File: src/rtl/cpu_hazard_pkg.sv
// Shared types and stage/PC-increment constants for the hazard unit.
`ifndef CPU_HAZARD_DEFINES
`define CPU_HAZARD_DEFINES
`define HAZARD_STALL_IF  0
`define HAZARD_STALL_ID  1
`define HAZARD_STALL_EX  2
`define HAZARD_STALL_MEM 3
`define HAZARD_STALL_WB  4
`define HAZARD_FLUSH_IF  0
`define HAZARD_FLUSH_ID  1
`define HAZARD_FLUSH_EX  2
`define HAZARD_FLUSH_MEM 3
`define HAZARD_FLUSH_WB  4
`define PC_INC_NORMAL    2'b00
`define PC_INC_BRANCH    2'b01
`define PC_INC_JUMP      2'b10
`endif

package cpu_hazard_pkg;
   localparam int HAZARD_STAGE_N = 5;

   typedef enum logic [1:0] {
      FWD_REGFILE = 2'b00,
      FWD_EX      = 2'b01,
      FWD_MEM     = 2'b10,
      FWD_WB      = 2'b11
   } fwd_sel_t;

   typedef enum logic {
      ST_RUN   = 1'b0,
      ST_FLUSH = 1'b1
   } hz_state_t;
endpackage

File: src/rtl/cpu_sat_counter.sv
// Saturating event counter with sync clear and freeze.
module cpu_sat_counter #(
   parameter int COUNT_W = 32
) (
   input  logic               clk,
   input  logic               rst_n,
   input  logic               clr,
   input  logic               freeze,
   input  logic               inc,
   output logic [COUNT_W-1:0] count
);
   always_ff @(posedge clk or negedge rst_n) begin
      if (!rst_n) begin
         count <= '0;
      end else if (clr) begin
         count <= '0;
      end else if (!freeze && inc && (count != {COUNT_W{1'b1}})) begin
         count <= count + 1'b1;
      end
   end
endmodule

File: src/rtl/cpu_hazard_forward_unit.sv
// RAW hazard detection, forwarding select, redirect flush sequencing
// and performance counters for the 5-stage pipeline.
module cpu_hazard_forward_unit
   import cpu_hazard_pkg::*;
#(
   parameter int REG_ADDR_W  = 5,
   parameter int COUNT_W     = 32,
   parameter int FORWARD_EN  = 1,
   parameter int FLUSH_DEPTH = 1
) (
   input  logic                  clk,
   input  logic                  clr_n,
   input  logic                  cnt_clr,
   input  logic                  cnt_freeze,
   input  logic [REG_ADDR_W-1:0] id_rs_num,
   input  logic [REG_ADDR_W-1:0] id_rt_num,
   input  logic                  id_rs_used,
   input  logic                  id_rt_used,
   input  logic [REG_ADDR_W-1:0] ex_wr_num,
   input  logic [REG_ADDR_W-1:0] mem_wr_num,
   input  logic [REG_ADDR_W-1:0] wb_wr_num,
   input  logic                  ex_is_load,
   input  logic [1:0]            ex_pc_inc,
   output logic [HAZARD_STAGE_N-1:0] stalls,
   output logic [HAZARD_STAGE_N-1:0] flushs,
   output logic [1:0]            fwd_a,
   output logic [1:0]            fwd_b,
   output logic [COUNT_W-1:0]    data_hazard_count,
   output logic [COUNT_W-1:0]    data_hazard_ex_count,
   output logic [COUNT_W-1:0]    data_hazard_mem_count,
   output logic [COUNT_W-1:0]    load_use_count,
   output logic [COUNT_W-1:0]    forward_count,
   output logic [COUNT_W-1:0]    control_hazard_count,
   output logic [COUNT_W-1:0]    control_hazard_branch_count,
   output logic [COUNT_W-1:0]    control_hazard_jump_count,
   output logic [COUNT_W-1:0]    stall_cycle_count
);
   localparam logic [1:0] FL_LOAD = 2'(FLUSH_DEPTH - 1);
   localparam int         N_CNT   = 9;

   hz_state_t  state, state_nx;
   logic [1:0] fl_cnt, fl_cnt_nx;

   logic rs_ex, rs_mem, rs_wb, rt_ex, rt_mem, rt_wb;
   logic ctrl, active, load_use, data_stall, ex_hit, mem_hit;
   logic is_br, is_jmp;
   fwd_sel_t sel_a, sel_b;
   logic [N_CNT-1:0] inc;
   logic [COUNT_W-1:0] cnt [N_CNT];

   function automatic fwd_sel_t pick(input logic ex, mem, wb);
      priority case (1'b1)
         ex:      pick = FWD_EX;
         mem:     pick = FWD_MEM;
         wb:      pick = FWD_WB;
         default: pick = FWD_REGFILE;
      endcase
   endfunction

   assign rs_ex  = id_rs_used && (id_rs_num != '0) && (id_rs_num == ex_wr_num);
   assign rs_mem = id_rs_used && (id_rs_num != '0) && (id_rs_num == mem_wr_num);
   assign rs_wb  = id_rs_used && (id_rs_num != '0) && (id_rs_num == wb_wr_num);
   assign rt_ex  = id_rt_used && (id_rt_num != '0) && (id_rt_num == ex_wr_num);
   assign rt_mem = id_rt_used && (id_rt_num != '0) && (id_rt_num == mem_wr_num);
   assign rt_wb  = id_rt_used && (id_rt_num != '0) && (id_rt_num == wb_wr_num);

   assign is_br  = (ex_pc_inc == `PC_INC_BRANCH);
   assign is_jmp = (ex_pc_inc == `PC_INC_JUMP);
   assign ex_hit  = rs_ex | rt_ex;
   assign mem_hit = rs_mem | rt_mem;

   // Redirects are only honoured in RUN; FLUSH masks everything in ID.
   always_comb begin
      ctrl       = (state == ST_RUN) && (is_br || is_jmp);
      active     = (state == ST_RUN) && !ctrl;
      load_use   = 1'b0;
      data_stall = 1'b0;
      sel_a      = FWD_REGFILE;
      sel_b      = FWD_REGFILE;
      if (FORWARD_EN != 0) begin
         load_use   = active && ex_hit && ex_is_load;
         data_stall = load_use;
         if (active && !load_use) begin
            sel_a = pick(rs_ex, rs_mem, rs_wb);
            sel_b = pick(rt_ex, rt_mem, rt_wb);
         end
      end else begin
         data_stall = active && (ex_hit || mem_hit);
      end
   end

   assign fwd_a = sel_a;
   assign fwd_b = sel_b;

   always_comb begin
      stalls = '0;
      flushs = '0;
      stalls[`HAZARD_STALL_IF] = data_stall;
      stalls[`HAZARD_STALL_ID] = data_stall;
      flushs[`HAZARD_FLUSH_EX] = data_stall || ctrl;
      flushs[`HAZARD_FLUSH_ID] = ctrl || (state == ST_FLUSH);
   end

   always_comb begin
      state_nx  = state;
      fl_cnt_nx = fl_cnt;
      unique case (state)
         ST_RUN: begin
            if (ctrl && (FLUSH_DEPTH > 1)) begin
               state_nx  = ST_FLUSH;
               fl_cnt_nx = FL_LOAD;
            end
         end
         ST_FLUSH: begin
            if (fl_cnt <= 2'd1) begin
               state_nx  = ST_RUN;
               fl_cnt_nx = '0;
            end else begin
               fl_cnt_nx = fl_cnt - 2'd1;
            end
         end
         default: state_nx = ST_RUN;
      endcase
   end

   always_ff @(posedge clk or negedge clr_n) begin
      if (!clr_n) begin
         state  <= ST_RUN;
         fl_cnt <= '0;
      end else begin
         state  <= state_nx;
         fl_cnt <= fl_cnt_nx;
      end
   end

   assign inc[0] = data_stall;
   assign inc[1] = data_stall && ex_hit;
   assign inc[2] = data_stall && !ex_hit;
   assign inc[3] = load_use;
   assign inc[4] = (sel_a != FWD_REGFILE) || (sel_b != FWD_REGFILE);
   assign inc[5] = ctrl;
   assign inc[6] = ctrl && is_br;
   assign inc[7] = ctrl && is_jmp;
   assign inc[8] = stalls[`HAZARD_STALL_ID];

   for (genvar i = 0; i < N_CNT; i++) begin : g_cnt
      cpu_sat_counter #(.COUNT_W(COUNT_W)) u_cnt (
         .clk    (clk),
         .rst_n  (clr_n),
         .clr    (cnt_clr),
         .freeze (cnt_freeze),
         .inc    (inc[i]),
         .count  (cnt[i])
      );
   end

   assign data_hazard_count           = cnt[0];
   assign data_hazard_ex_count        = cnt[1];
   assign data_hazard_mem_count       = cnt[2];
   assign load_use_count              = cnt[3];
   assign forward_count               = cnt[4];
   assign control_hazard_count        = cnt[5];
   assign control_hazard_branch_count = cnt[6];
   assign control_hazard_jump_count   = cnt[7];
   assign stall_cycle_count           = cnt[8];
endmodule

File: config.mk
export PLATFORM = sky130hd
export DESIGN_NAME = cpu_hazard_forward_unit
export DESIGN_NICKNAME = d
export VERILOG_FILES = /design/src/rtl/cpu_hazard_pkg.sv /design/src/rtl/cpu_sat_counter.sv /design/src/rtl/cpu_hazard_forward_unit.sv
export SDC_FILE = /design/constraint.sdc
export NUM_CORES = 1
export LEC_CHECK = 0
export BUFFER_PORTS_ARGS = -buffer_cell sky130_fd_sc_hd__buf_2
export CAP_MARGIN = 20
export CORE_UTILIZATION = 34
export CTS_BUF_LIST = sky130_fd_sc_hd__clkbuf_4
export DETAILED_ROUTE_END_ITERATION = 10
export SYNTH_ARGS = -nofsm -noshare
export SYNTH_HDL_FRONTEND = slang
export SYNTH_SLANG_ARGS = --single-unit
File: constraint.sdc
create_clock -name clk -period 4.68 [get_ports clk]
set_input_delay 0.936 -clock clk [delete_from_list [all_inputs] [get_ports clk]]
set_output_delay 0.936 -clock clk [all_outputs]
set_load 0.02 [all_outputs]
Word-level counts from Yosys, hierarchy flattened

Index checks and enable logic that the tools add are counted.

Add/sub/neg operators: 10
Order comparisons: 1
Eq/ne operators: 17
Multiplexer cells: 29
Bitwise operators: 2
Reduce and logical (&&, ||, !) cells: 54

Operators by type and width:

| kind                  | number |
|---|---|
| $mux 32               | 18 |
| $add 32x1->32 const B | 9 |
| $ne 32x32->1 const B  | 9 |
| $logic_and 1x1->1     | 33 |
| $eq 5x5->1            | 6 |
| $reduce_bool 2->1     | 11 |
| $mux 2                | 9 |
| $reduce_bool 5->1     | 2 |
| $logic_not 1->1       | 4 |
| $logic_or 1x1->1      | 4 |
| $eq 2x1->1 const B    | 1 |
| $eq 2x2->1 const B    | 1 |
| $le 2x1->1 const B    | 1 |
| $mux 1                | 2 |
| $sub 2x1->2 const B   | 1 |
| $not 1->1             | 1 |
| $or 1x1->1            | 1 |

Register bits after elaboration: 291
Input port bits: 34
Output and inout bits: 302
Word-level logic and storage cells: 124

Longest topological paths before layout

Gate-level depths: netlist of the first run.

Depth in word-level cells: 16
Mapped depth: 11
Mapped depth without buffers: 9

Cells and area by module

A second synthesis of the first run with hierarchy kept.

Cell total of the unflattened synthesis: 1891
Area total of the unflattened synthesis: 17843.4 µm²

Modules (own cells, without submodules):

| module                  | times used | cells each | area an instance (µm²) |
|---|---|---|---|
| cpu_sat_counter         | 9          | 200        | 1904.3 |
| cpu_hazard_forward_unit | 1          | 91         | 704.4 |

Least setup slack after synthesis of the first run

Ideal clock, no wire load.

Path kind: input to output
From: in id_rt_num[1]
To: out fwd_b[1]
Arrival: 2.703 ns
Required time: 3.744 ns
Slack: 1.041 ns
Cell stages on the path: 6
Buffers on the path: 0
Cell sequence: or4_1 o21ai_2 nor4_4 o21ai_4 nand2b_1 nor3b_1

Longest elaborated chain between the ends: 9
Elaborated cells between the ends (all ways): 17

Ends and longest elaborated chain:

| element                        | RTL line                                                                                    | source |
|---|---|---|
| from (decl)                    | cpu_hazard_forward_unit.sv:16                                                               | `input logic [REG_ADDR_W-1:0] id_rt_num,` |
| $reduce_bool 5->1              | cpu_hazard_forward_unit.sv:63, cpu_hazard_forward_unit.sv:64, cpu_hazard_forward_unit.sv:65 |  |
| $logic_and 1x1->1              | cpu_hazard_forward_unit.sv:63, cpu_hazard_forward_unit.sv:64, cpu_hazard_forward_unit.sv:65 |  |
| $logic_and 1x1->1              | cpu_hazard_forward_unit.sv:63                                                               | `assign rt_ex = id_rt_used && (id_rt_num != '0) && (id_rt_num == ex_wr_num);` |
| $or 1x1->1                     | cpu_hazard_forward_unit.sv:69                                                               | `assign ex_hit = rs_ex \| rt_ex;` |
| $logic_and 1x1->1 (2 in a row) | cpu_hazard_forward_unit.sv:81                                                               | `load_use = active && ex_hit && ex_is_load;` |
| $logic_not 1->1                | cpu_hazard_forward_unit.sv:83                                                               | `if (active && !load_use) begin` |
| $logic_and 1x1->1              | cpu_hazard_forward_unit.sv:83                                                               |  |
| $mux 2 (*)                     | cpu_hazard_forward_unit.sv:83                                                               |  |
| to (decl)                      | cpu_hazard_forward_unit.sv:27                                                               | `output logic [1:0] fwd_b,` |

Every way passes the cells marked *; elsewhere a longest branch is shown, timed or not.

Worst setup path after layout of the first run

Ends and elaborated chain as after synthesis.

==> impl_metrics.env, run 1 <==
export IMPL_worstSkewPairLatency_ns=0.80
export IMPL_routed_top_layer="met4"
export IMPL_grt_max_degree=157
export IMPL_grt_pass1_wl_um=68800
export IMPL_slew_viol_final=0
export IMPL_worst_hold_path_type="in -> async"
export IMPL_ctsHoldBuffers=0
export IMPL_yosysSeqAreaShare_pct=48.2
export IMPL_rrSetupSlack_ns=1.61
export IMPL_yosys_top_cells_area="dfrtp_1 48%, xnor2_1 6.3%, xor2_1 6.3%"
export IMPL_rr_worst_depth=7
export IMPL_clock_sinks=291
export IMPL_port_buffers=329
export IMPL_ys_flop_type="dfrtp_1"
export IMPL_reg2reg_from="g_cnt[1].u_cnt.count[10]"
export IMPL_layout_commonest_cell="buf_2"
export IMPL_nFillCells=4373
export IMPL_wl_met2_um=20000
export IMPL_die_h_um=213
export IMPL_r2r_end="g_cnt[1].u_cnt.count[27]"
export IMPL_wire_per_inst_um=16.6
export IMPL_syn_area_per_cell_um2=9.42
export IMPL_final_period_utilization_pct=83.7
export IMPL_routed_wl_um=43500
export IMPL_rows=76
export IMPL_status="complete, no violations"
export IMPL_clock_skew_ns=0.0523
export IMPL_crit_buf_inv=2
export IMPL_first_pass_iters=5
export IMPL_drive_above_1_share_pct=25.1
export IMPL_core_um2=43500
export IMPL_cts_resized=0
export IMPL_antenna_found_initial=2
export IMPL_crit_arrival_ns=2.98
export IMPL_synth_warnings=0
export IMPL_vias_per_cell=5.07
export IMPL_dieArea_um2=45300
export IMPL_grt_setup_unrepaired="false"
export IMPL_initial_utilization_pct=34.8
export IMPL_crit_chain="buf_2 > or4_1 > o21ai_2 > nor4_4 > o21ai_4 > nand2b_1 > nor3b_1 > buf_2"
export IMPL_power_density_nw_per_um2=280
export IMPL_cts_root_buf="clkbuf_4"
export IMPL_fmax_mhz=255
export IMPL_ys_types=62
export IMPL_die_w_um=213
export IMPL_final_cell_mix="327 x buf_2, 291 x dfrtp_1, 240 x nor2_1"
export IMPL_tns_ns=0
export IMPL_post_place_ws_ns=0.734
export IMPL_peakVddDrop_uv=234
export IMPL_synth_top_area_cell="dfrtp_1"
export IMPL_drt_iter0_drc=731
export IMPL_setup_worst_path_end_class="output pin"
export IMPL_yosysTopAreaCellShare_pct=48.2
export IMPL_worstPathRequired_ns=3.74
export IMPL_setup_viol=0
export IMPL_path_max_fanout=8
export IMPL_ys_ff_latch=291
export IMPL_period_minus_slack_ns=3.92
export IMPL_routabilityCongestion=0.886
export IMPL_grt_pass1_vias=12900
export IMPL_worstSetupPathType="in -> out"
export IMPL_dp_hpwl_um=30500
export IMPL_vias=13300
export IMPL_gr_total_overflow=0
export IMPL_cpMostUsedCell="buf_2"
export IMPL_h_tree_depth=3
export IMPL_synthesis_instances=1604
export IMPL_ant_nets=0
export IMPL_grtUsageTotal_pct=19.2
export IMPL_slowest_delay_ns=0.54
export IMPL_p_leak_uw=0.00856
export IMPL_cp_slowest_cell="or4_1"
export IMPL_worst_setup_path_start_kind="primary input"
export IMPL_wl_met1_um=18900
export IMPL_drc=0
export IMPL_areaGrowthSynthToFinish_pct=22.0
export IMPL_io_pins=336
export IMPL_cp_top_family="simple AND/OR/NAND/NOR gates"
export IMPL_stdcell_count=2623
export IMPL_clk_pin_slew_worst_paths_ns=0.06
export IMPL_worstMarginPinSlew_ns=1.03
export IMPL_dp_cells=2471
export IMPL_wl_met3_um=3650
export IMPL_synthArstFlopShare_pct=100
export IMPL_cts_tree="yes"
export IMPL_cts_buffers=84
export IMPL_cts_setup_buffers=0
export IMPL_fin_util_pct=42.4
export IMPL_relSlewSlack_pct=31.2
export IMPL_drv_cap=0
export IMPL_finalWorstSetupSlack_ns=0.764
export IMPL_synth_area_um2=15100
export IMPL_synth_edf_count=0
export IMPL_hold_violations=0
export IMPL_layout_nets=2016
export IMPL_crit_cells=8
export IMPL_cts_buffer_depth=3
## cell families after synthesis
kind of cell               Yosys count  share of synthesized area, %
AOI/OAI and AO/OA                  135                          5.66
xor gates and xnor gates           217                          12.6
adders and majority gates           10                         0.828
buffers and inverters               99                          2.87
DFF                                291                          48.2
muxes                               15                          1.07
other                                1                        0.0248
and+or+nand+nor                    836                          28.8
## area by class of cell
cell class                 count  area, um2  share of cell area [%]
multi-input combinational   1219       7420                    40.2
antenna                        5       12.5                  0.0679
clock buffer                 127        953                    5.17
clock inverter                20        104                   0.563
sequential                   291       7280                    39.5
inverter                      33        124                   0.672
tap                          585        732                    3.97
timing repair buffer         343       1810                    9.81
## sequential cells by signal (all words and copies together), names as in the netlist
| signal | count |
|---|---|
| g_cnt.u_cnt.count | 288 |
| state | 1 |
| fl_cnt | 2 |
## synth_stat cells (9+ instances only)
| cell type | instances |
|---|---|
| mux2_2 | 9 |
| and2_1 | 20 |
| xor2_1 | 108 |
| and3_1 | 44 |
| ha_1 | 10 |
| nor2b_1 | 44 |
| nand2_1 | 93 |
| o21ai_0 | 43 |
| clkbuf_1 | 45 |
| dfrtp_1 | 291 |
| nor4_1 | 27 |
| nor2_1 | 240 |
| or3_1 | 47 |
| and4_1 | 26 |
| nand3_1 | 104 |
| xnor2_1 | 109 |
| a21oi_1 | 57 |
| nor3_1 | 57 |
| buf_4 | 10 |
| nand4_1 | 86 |
| inv_1 | 33 |
| or4_1 | 15 |
## where the power goes
part           switching [uW]  internal, uW  total (uW)
Sequential               4.84          2520        2520
Clock                    1120          1280        2410
Combinational             175          56.2         231
Total                    1300          3860        5160
## per-stage QoR
step / total power (uW) / instance area (um2) / hold WS (ns)
finish: 5160 / 18400 / 0.224
global route: 5430 / 18400 / 0.177
CTS: 5280 / 18400 / 0.122
detailed placement: 2810 / 17400 / 0.482
global placement: 2800 / 17400 / 0.476
floorplan: 2690 / 15100 / 0.469
## how the worst max path moves through the flow
stage	from	endpoint	slack, ns
after floorplan	id_rt_num[1]	fwd_b[1]	1.04
after global placement	id_rt_num[1]	fwd_b[1]	0.80
after detailed placement	id_rt_num[1]	fwd_b[1]	0.73
after CTS	id_rt_num[1]	fwd_b[1]	0.72
after global routing	id_rt_num[1]	fwd_b[1]	0.57
final	id_rt_num[1]	fwd_b[1]	0.76
## worst reg2reg max path: cells and delay by family (launching register included)
family | cells | cell delay (ns)
simple gates | 5 | 1.67
compound gates | 1 | 0.65
flops | 1 | 0.50
xor+xnor | 1 | 0.16
## routing by layer
metal | vias to the layer above | GRT usage (%)
met4 | 0 | 6.47
met5 | - | 0
met2 | 359 | 29.5
li1 | 6376 | -
met1 | 6482 | 24.6
met3 | 89 | 7.25
Power figures use the tool's default switching activity.
==> run 2: changes to the inputs <==
==> constraint.sdc (replaced) <==
create_clock -name clk -period 3.65 [get_ports clk]
set_input_delay 0.73 -clock clk [delete_from_list [all_inputs] [get_ports clk]]
set_output_delay 0.73 -clock clk [all_outputs]
set_load 0.02 [all_outputs]
==> run 2 against run 1 <==
Sequential power increased by 29%. Non-clock buffer count up 22. Power grew 28%. First-iteration DRC count fell by 1.6%. Die area is the same. Cell area is 0.88% higher. Critical path depth is the same. Sequential cell count stayed put.
==> impl_metrics.env, run 2 (synthesized netlist as in run 1, its figures left out) <==
export IMPL_slew_viol_final=0
export IMPL_relSlewSlack_pct=39.4
export IMPL_fin_util_pct=42.8
export IMPL_clock_sinks=291
export IMPL_peakVddDrop_uv=230
export IMPL_cp_slowest_cell="nor4_4"
export IMPL_p_total_uw=6620
export IMPL_drv_cap=0
export IMPL_cts_root_buf="clkbuf_4"
export IMPL_grtUsageTotal_pct=19.4
export IMPL_hold_violations=0
export IMPL_h_tree_depth=3
export IMPL_routed_wl_um=43800
export IMPL_p_leak_uw=0.00866
export IMPL_ant_nets=0
export IMPL_grt_max_degree=120
export IMPL_worstMarginPinSlew_ns=0.903
export IMPL_cts_buffer_depth=3
export IMPL_post_place_ws_ns=0.261
export IMPL_multi_input_area_um2=7420
export IMPL_die_h_um=213
export IMPL_tns_ns=0
export IMPL_seqCellArea_um2=7280
export IMPL_slowest_delay_ns=0.59
export IMPL_areaGrowthSynthToFinish_pct=23.0
export IMPL_vias=13300
export IMPL_clock_skew_ns=0.0563
export IMPL_vias_per_cell=5.04
export IMPL_cpMostUsedCell="buf_2"
export IMPL_status="complete, no violations"
export IMPL_cts_buffers=83
export IMPL_worstSetupPathType="in -> out"
export IMPL_final_period_utilization_pct=90.3
export IMPL_worst_setup_path_start_kind="primary input"
export IMPL_core_um2=43500
export IMPL_power_density_nw_per_um2=356
export IMPL_dp_cells=2492
export IMPL_first_pass_iters=7
export IMPL_routabilityCongestion=0.879
export IMPL_max_flop_register="g_cnt.u_cnt.count"
export IMPL_drc=0
export IMPL_io_pins=336
export IMPL_fmax_mhz=303
export IMPL_clk_pin_slew_worst_paths_ns=0.07
export IMPL_crit_arrival_ns=2.57
export IMPL_setup_viol=0
export IMPL_finalWorstSetupSlack_ns=0.354
export IMPL_use_met1_pct=25.2
export IMPL_largest_reg_flops=288
export IMPL_grt_setup_unrepaired="false"
export IMPL_rows=76
export IMPL_top_usage_layer="met2"
export IMPL_drt_iter0_drc=719
export IMPL_grt_pass1_wl_um=70000
export IMPL_worstPathRequired_ns=2.92
export IMPL_wire_per_inst_um=16.6
export IMPL_port_buffers=329
export IMPL_cts_tree="yes"
export IMPL_nFillCells=4336
export IMPL_period_minus_slack_ns=3.30
export IMPL_die_w_um=213
export IMPL_setup_worst_path_end_class="output pin"
export IMPL_grtUsageMet2_pct=29.3
export IMPL_gr_total_overflow=0
export IMPL_grt_pass1_vias=12700
export IMPL_use_met3_pct=7.00
export IMPL_initial_utilization_pct=34.8
export IMPL_stdcell_count=2643
export IMPL_layout_commonest_cell="buf_2"
export IMPL_worstSkewPairLatency_ns=0.84
export IMPL_worst_hold_path_type="in -> reg"
export IMPL_dieArea_um2=45300
export IMPL_final_cell_mix="327 x buf_2, 291 x dfrtp_1, 240 x nor2_1"
export IMPL_dp_hpwl_um=31000
export IMPL_layout_nets=2037
export IMPL_crit_chain="buf_2 > xnor2_1 > nand2_1 > nor4_4 > o21ai_4 > buf_4 > a21oi_1 > buf_2"
export IMPL_path_max_fanout=8
export IMPL_largestRegisters="g_cnt.u_cnt.count (288), fl_cnt (2), state (1)"
export IMPL_antenna_found_initial=2
export IMPL_drive_above_1_share_pct=25.7
[run 2: changes by cell type in the layout (fill, tap and decap cells not counted), sizes merged]
cell	previous run	this run
diode	5	7
buf	343	364
inv	35	37
clkbuf	127	117
bufinv	1	2
dlygate4sd3	0	1
clkinv	17	20
[run 2: critical path: cells and delay by family]
family / cells / cell delay, ns
and+or+nand+nor: 2 / 0.71
buffers and inverters: 3 / 0.55
AOI/OAI and AO/OA: 2 / 0.41
xor gates and xnor gates: 1 / 0.16
[run 2: path summary, 6_finish.rpt]
| check | endpoint | startpoint | cells after the start | slack, ns |
|---|---|---|---|---|
| max | flushs[2] | id_rt_num[1] | 8 | 0.35 |
| min | g_cnt[4].u_cnt.count[20] | cnt_clr | 2 | 0.42 |
| max reg2reg | g_cnt[1].u_cnt.count[27] | g_cnt[1].u_cnt.count[10] | 7 | 0.79 |
| min reg2reg | g_cnt[2].u_cnt.count[12] | g_cnt[2].u_cnt.count[12] | 1 | 0.49 |
| max in group asynchronous | g_cnt[0].u_cnt.count[23] | clr_n | 3 | 2.17 |
| min in group asynchronous | g_cnt[5].u_cnt.count[16] | clr_n | 2 | 0.50 |
[run 2: final cells by class]
class	instances	area share, %
diodes	7	0.0942
repair buffers	365	10.7
clock buffers	117	4.72
clock inverters	26	0.834
well taps	585	3.94
multi-input cells	1219	39.9
inverters	33	0.666
flip-flops and latches	291	39.2
[run 2: power breakdown]
part / total [uW] / switching (uW) / internal, uW / leakage (uW)
clock network: 3080 / 1470 / 1610 / 0.000624
logic: 306 / 225 / 81.0 / 0.00397
registers: 3240 / 6.01 / 3230 / 0.00407
[run 2: per-stage QoR]
stage                     cell area, um2  hold WS [ns]
after floorplan                    15100         0.434
after global placement             17500         0.476
after detailed placement           17500         0.483
after CTS                          18600         0.346
after global routing               18600         0.393
final                              18600         0.417
[run 2: what timing repair did]
| action | 4_1_cts | 5_1_grt |
|---|---|---|
| gates resized for setup | 0 | 0 |
| endpoints found under the hold margin | 82 | 0 |
| buffers inserted | 0 | 0 |
| hold buffers | 1 | 0 |
[run 2: routing by layer]
metal / vias to the layer above / part of all wire (%)
met4: 0 / 2.5
li1: 6413 / -
met1: 6480 / 44
met3: 80 / 7.6
met5: - / 0
met2: 352 / 46
==> run 3: changes to the inputs <==
--- a/config.mk
+++ b/config.mk
@@ -7,7 +7,7 @@
 export LEC_CHECK = 0
 export BUFFER_PORTS_ARGS = -buffer_cell sky130_fd_sc_hd__buf_2
 export CAP_MARGIN = 20
-export CORE_UTILIZATION = 34
+export CORE_UTILIZATION = 25
 export CTS_BUF_LIST = sky130_fd_sc_hd__clkbuf_4
 export DETAILED_ROUTE_END_ITERATION = 10
 export SYNTH_ARGS = -nofsm -noshare
==> run 3 against run 2 <==
Worst setup slack improved by 0.015 ns. Count of clock-buffer cells in the layout increased by 1. Die area up 36%. Largest power group unchanged.
==> impl_metrics.env, run 3 (synthesized netlist as in run 1, its figures left out) <==
export IMPL_worstSetupPathType="in -> out"
export IMPL_initial_utilization_pct=25.5
export IMPL_rows=89
export IMPL_status="complete, no violations"
export IMPL_whs_path_depth=2
export IMPL_min_to="g_cnt[7].u_cnt.count[0]"
export IMPL_vias_per_cell=4.77
export IMPL_stdcell_count=2837
export IMPL_worst_setup_path_start_kind="primary input"
export IMPL_setup_viol=0
export IMPL_final_cell_mix="327 x buf_2, 291 x dfrtp_1, 240 x nor2_1"
export IMPL_cts_buffers=87
export IMPL_die_h_um=248
export IMPL_ant_nets=0
export IMPL_hold_ws_ns=0.335
export IMPL_first_pass_iters=5
export IMPL_hp_start="cnt_clr"
export IMPL_drt_iter0_drc=644
export IMPL_dp_cells=2684
export IMPL_largestRegisters="g_cnt.u_cnt.count (288), fl_cnt (2), state (1)"
export IMPL_cts_root_buf="clkbuf_4"
export IMPL_worstSkewPairLatency_ns=0.80
export IMPL_ctsHoldBuffers=1
export IMPL_io_pins=336
export IMPL_largest_reg_flops=288
export IMPL_slew_viol_final=0
export IMPL_grt_setup_unrepaired="false"
export IMPL_fin_util_pct=31.8
export IMPL_grtUsageTotal_pct=15.1
export IMPL_routed_wl_um=47200
export IMPL_tns_ns=0
export IMPL_final_period_utilization_pct=89.9
export IMPL_antenna_found_initial=2
export IMPL_worst_hold_path_type="in -> reg"
export IMPL_multi_input_area_um2=7420
export IMPL_clk_pin_slew_worst_paths_ns=0.06
export IMPL_relSlewSlack_pct=44.5
export IMPL_grt_max_degree=99
export IMPL_r2r_end="g_cnt[3].u_cnt.count[23]"
export IMPL_grt_pass1_wl_um=73600
export IMPL_p_total_uw=6640
export IMPL_path_max_fanout=8
export IMPL_peakVddDrop_uv=228
export IMPL_core_um2=59400
export IMPL_cts_resized=0
export IMPL_cts_tree="yes"
export IMPL_gr_total_overflow=0
export IMPL_port_buffers=329
export IMPL_wire_per_inst_um=16.6
export IMPL_max_flop_register="g_cnt.u_cnt.count"
export IMPL_rr_worst_depth=7
export IMPL_grt_pass1_vias=13200
export IMPL_h_tree_depth=3
export IMPL_fmax_mhz=305
export IMPL_layout_commonest_cell="buf_2"
export IMPL_nFillCells=6188
export IMPL_clock_sinks=291
export IMPL_seqCellArea_um2=7280
export IMPL_cts_setup_buffers=0
export IMPL_period_minus_slack_ns=3.28
export IMPL_clock_skew_ns=0.0465
export IMPL_rrSetupSlack_ns=0.79
export IMPL_areaGrowthSynthToFinish_pct=25.0
export IMPL_power_density_nw_per_um2=351
export IMPL_vias=13500
export IMPL_die_w_um=248
export IMPL_worstPathRequired_ns=2.92
export IMPL_drc=0
export IMPL_dp_hpwl_um=34200
export IMPL_hold_violations=0
export IMPL_drv_cap=0
export IMPL_dieArea_um2=61500
export IMPL_routabilityCongestion=0.882
export IMPL_setup_worst_path_end_class="output pin"
export IMPL_crit_arrival_ns=2.55
export IMPL_drive_above_1_share_pct=25.9
export IMPL_worstMarginPinSlew_ns=0.825
export IMPL_reg2reg_from="g_cnt[3].u_cnt.count[3]"
export IMPL_layout_nets=2045
export IMPL_cts_buffer_depth=3
export IMPL_p_leak_uw=0.00868
## run 3: per-layer routing
layer  wire length, um  GRT usage [%]  vias to the layer above
met5                 0              0                        -
li1                  -              -                     6434
met3              4140           5.99                       78
met2             21900           23.8                      408
met4              1130           5.00                        0
met1             20000           18.8                     6613
## run 3: final cells by class
cell class / instances / area share [%]
multi-input cells: 1219 / 39.3
flip-flops and latches: 291 / 38.5
repair buffers: 369 / 10.8
well taps: 773 / 5.12
clock buffers: 118 / 4.69
clock inverters: 31 / 0.854
inverters: 33 / 0.656
diodes: 3 / 0.0397
## run 3: worst max-delay path by stage
stage,startpoint,to,slack [ns],cells after the start
floorplan,id_rt_num[1],fwd_b[1],0.42,6
global placement,ex_pc_inc[0],g_cnt[7].u_cnt.count[27],0.30,10
detailed placement,id_rt_num[1],g_cnt[4].u_cnt.count[2],0.24,9
CTS,id_rt_num[1],fwd_b[1],0.35,8
global route,id_rs_num[1],fwd_b[1],0.24,8
finish,id_rt_num[1],fwd_b[1],0.37,8
## run 3: worst max-delay path, cell delays in order
cell and delay (ns):
buf_2 0.14, or4_1 0.55, o21ai_2 0.23, nor4_4 0.13, o21ai_4 0.18, nand2b_1 0.15
nor3b_1 0.23, buf_2 0.21
## run 3: metrics by stage
| stage | worst slack, ns | instance area, um2 |
|---|---|---|
| floorplan | 0.423 | 15100 |
| global placement | 0.298 | 17800 |
| detailed placement | 0.239 | 17800 |
| CTS | 0.352 | 18900 |
| global route | 0.243 | 18900 |
| finish | 0.369 | 18900 |
## run 3: power breakdown
part	switching (uW)	leakage, uW	total, uW	internal [uW]
registers	5.57	0.00407	3240	3230
clock network	1520	0.000617	3080	1560
logic	235	0.00399	322	87.1
total	1760	0.00868	6640	4880
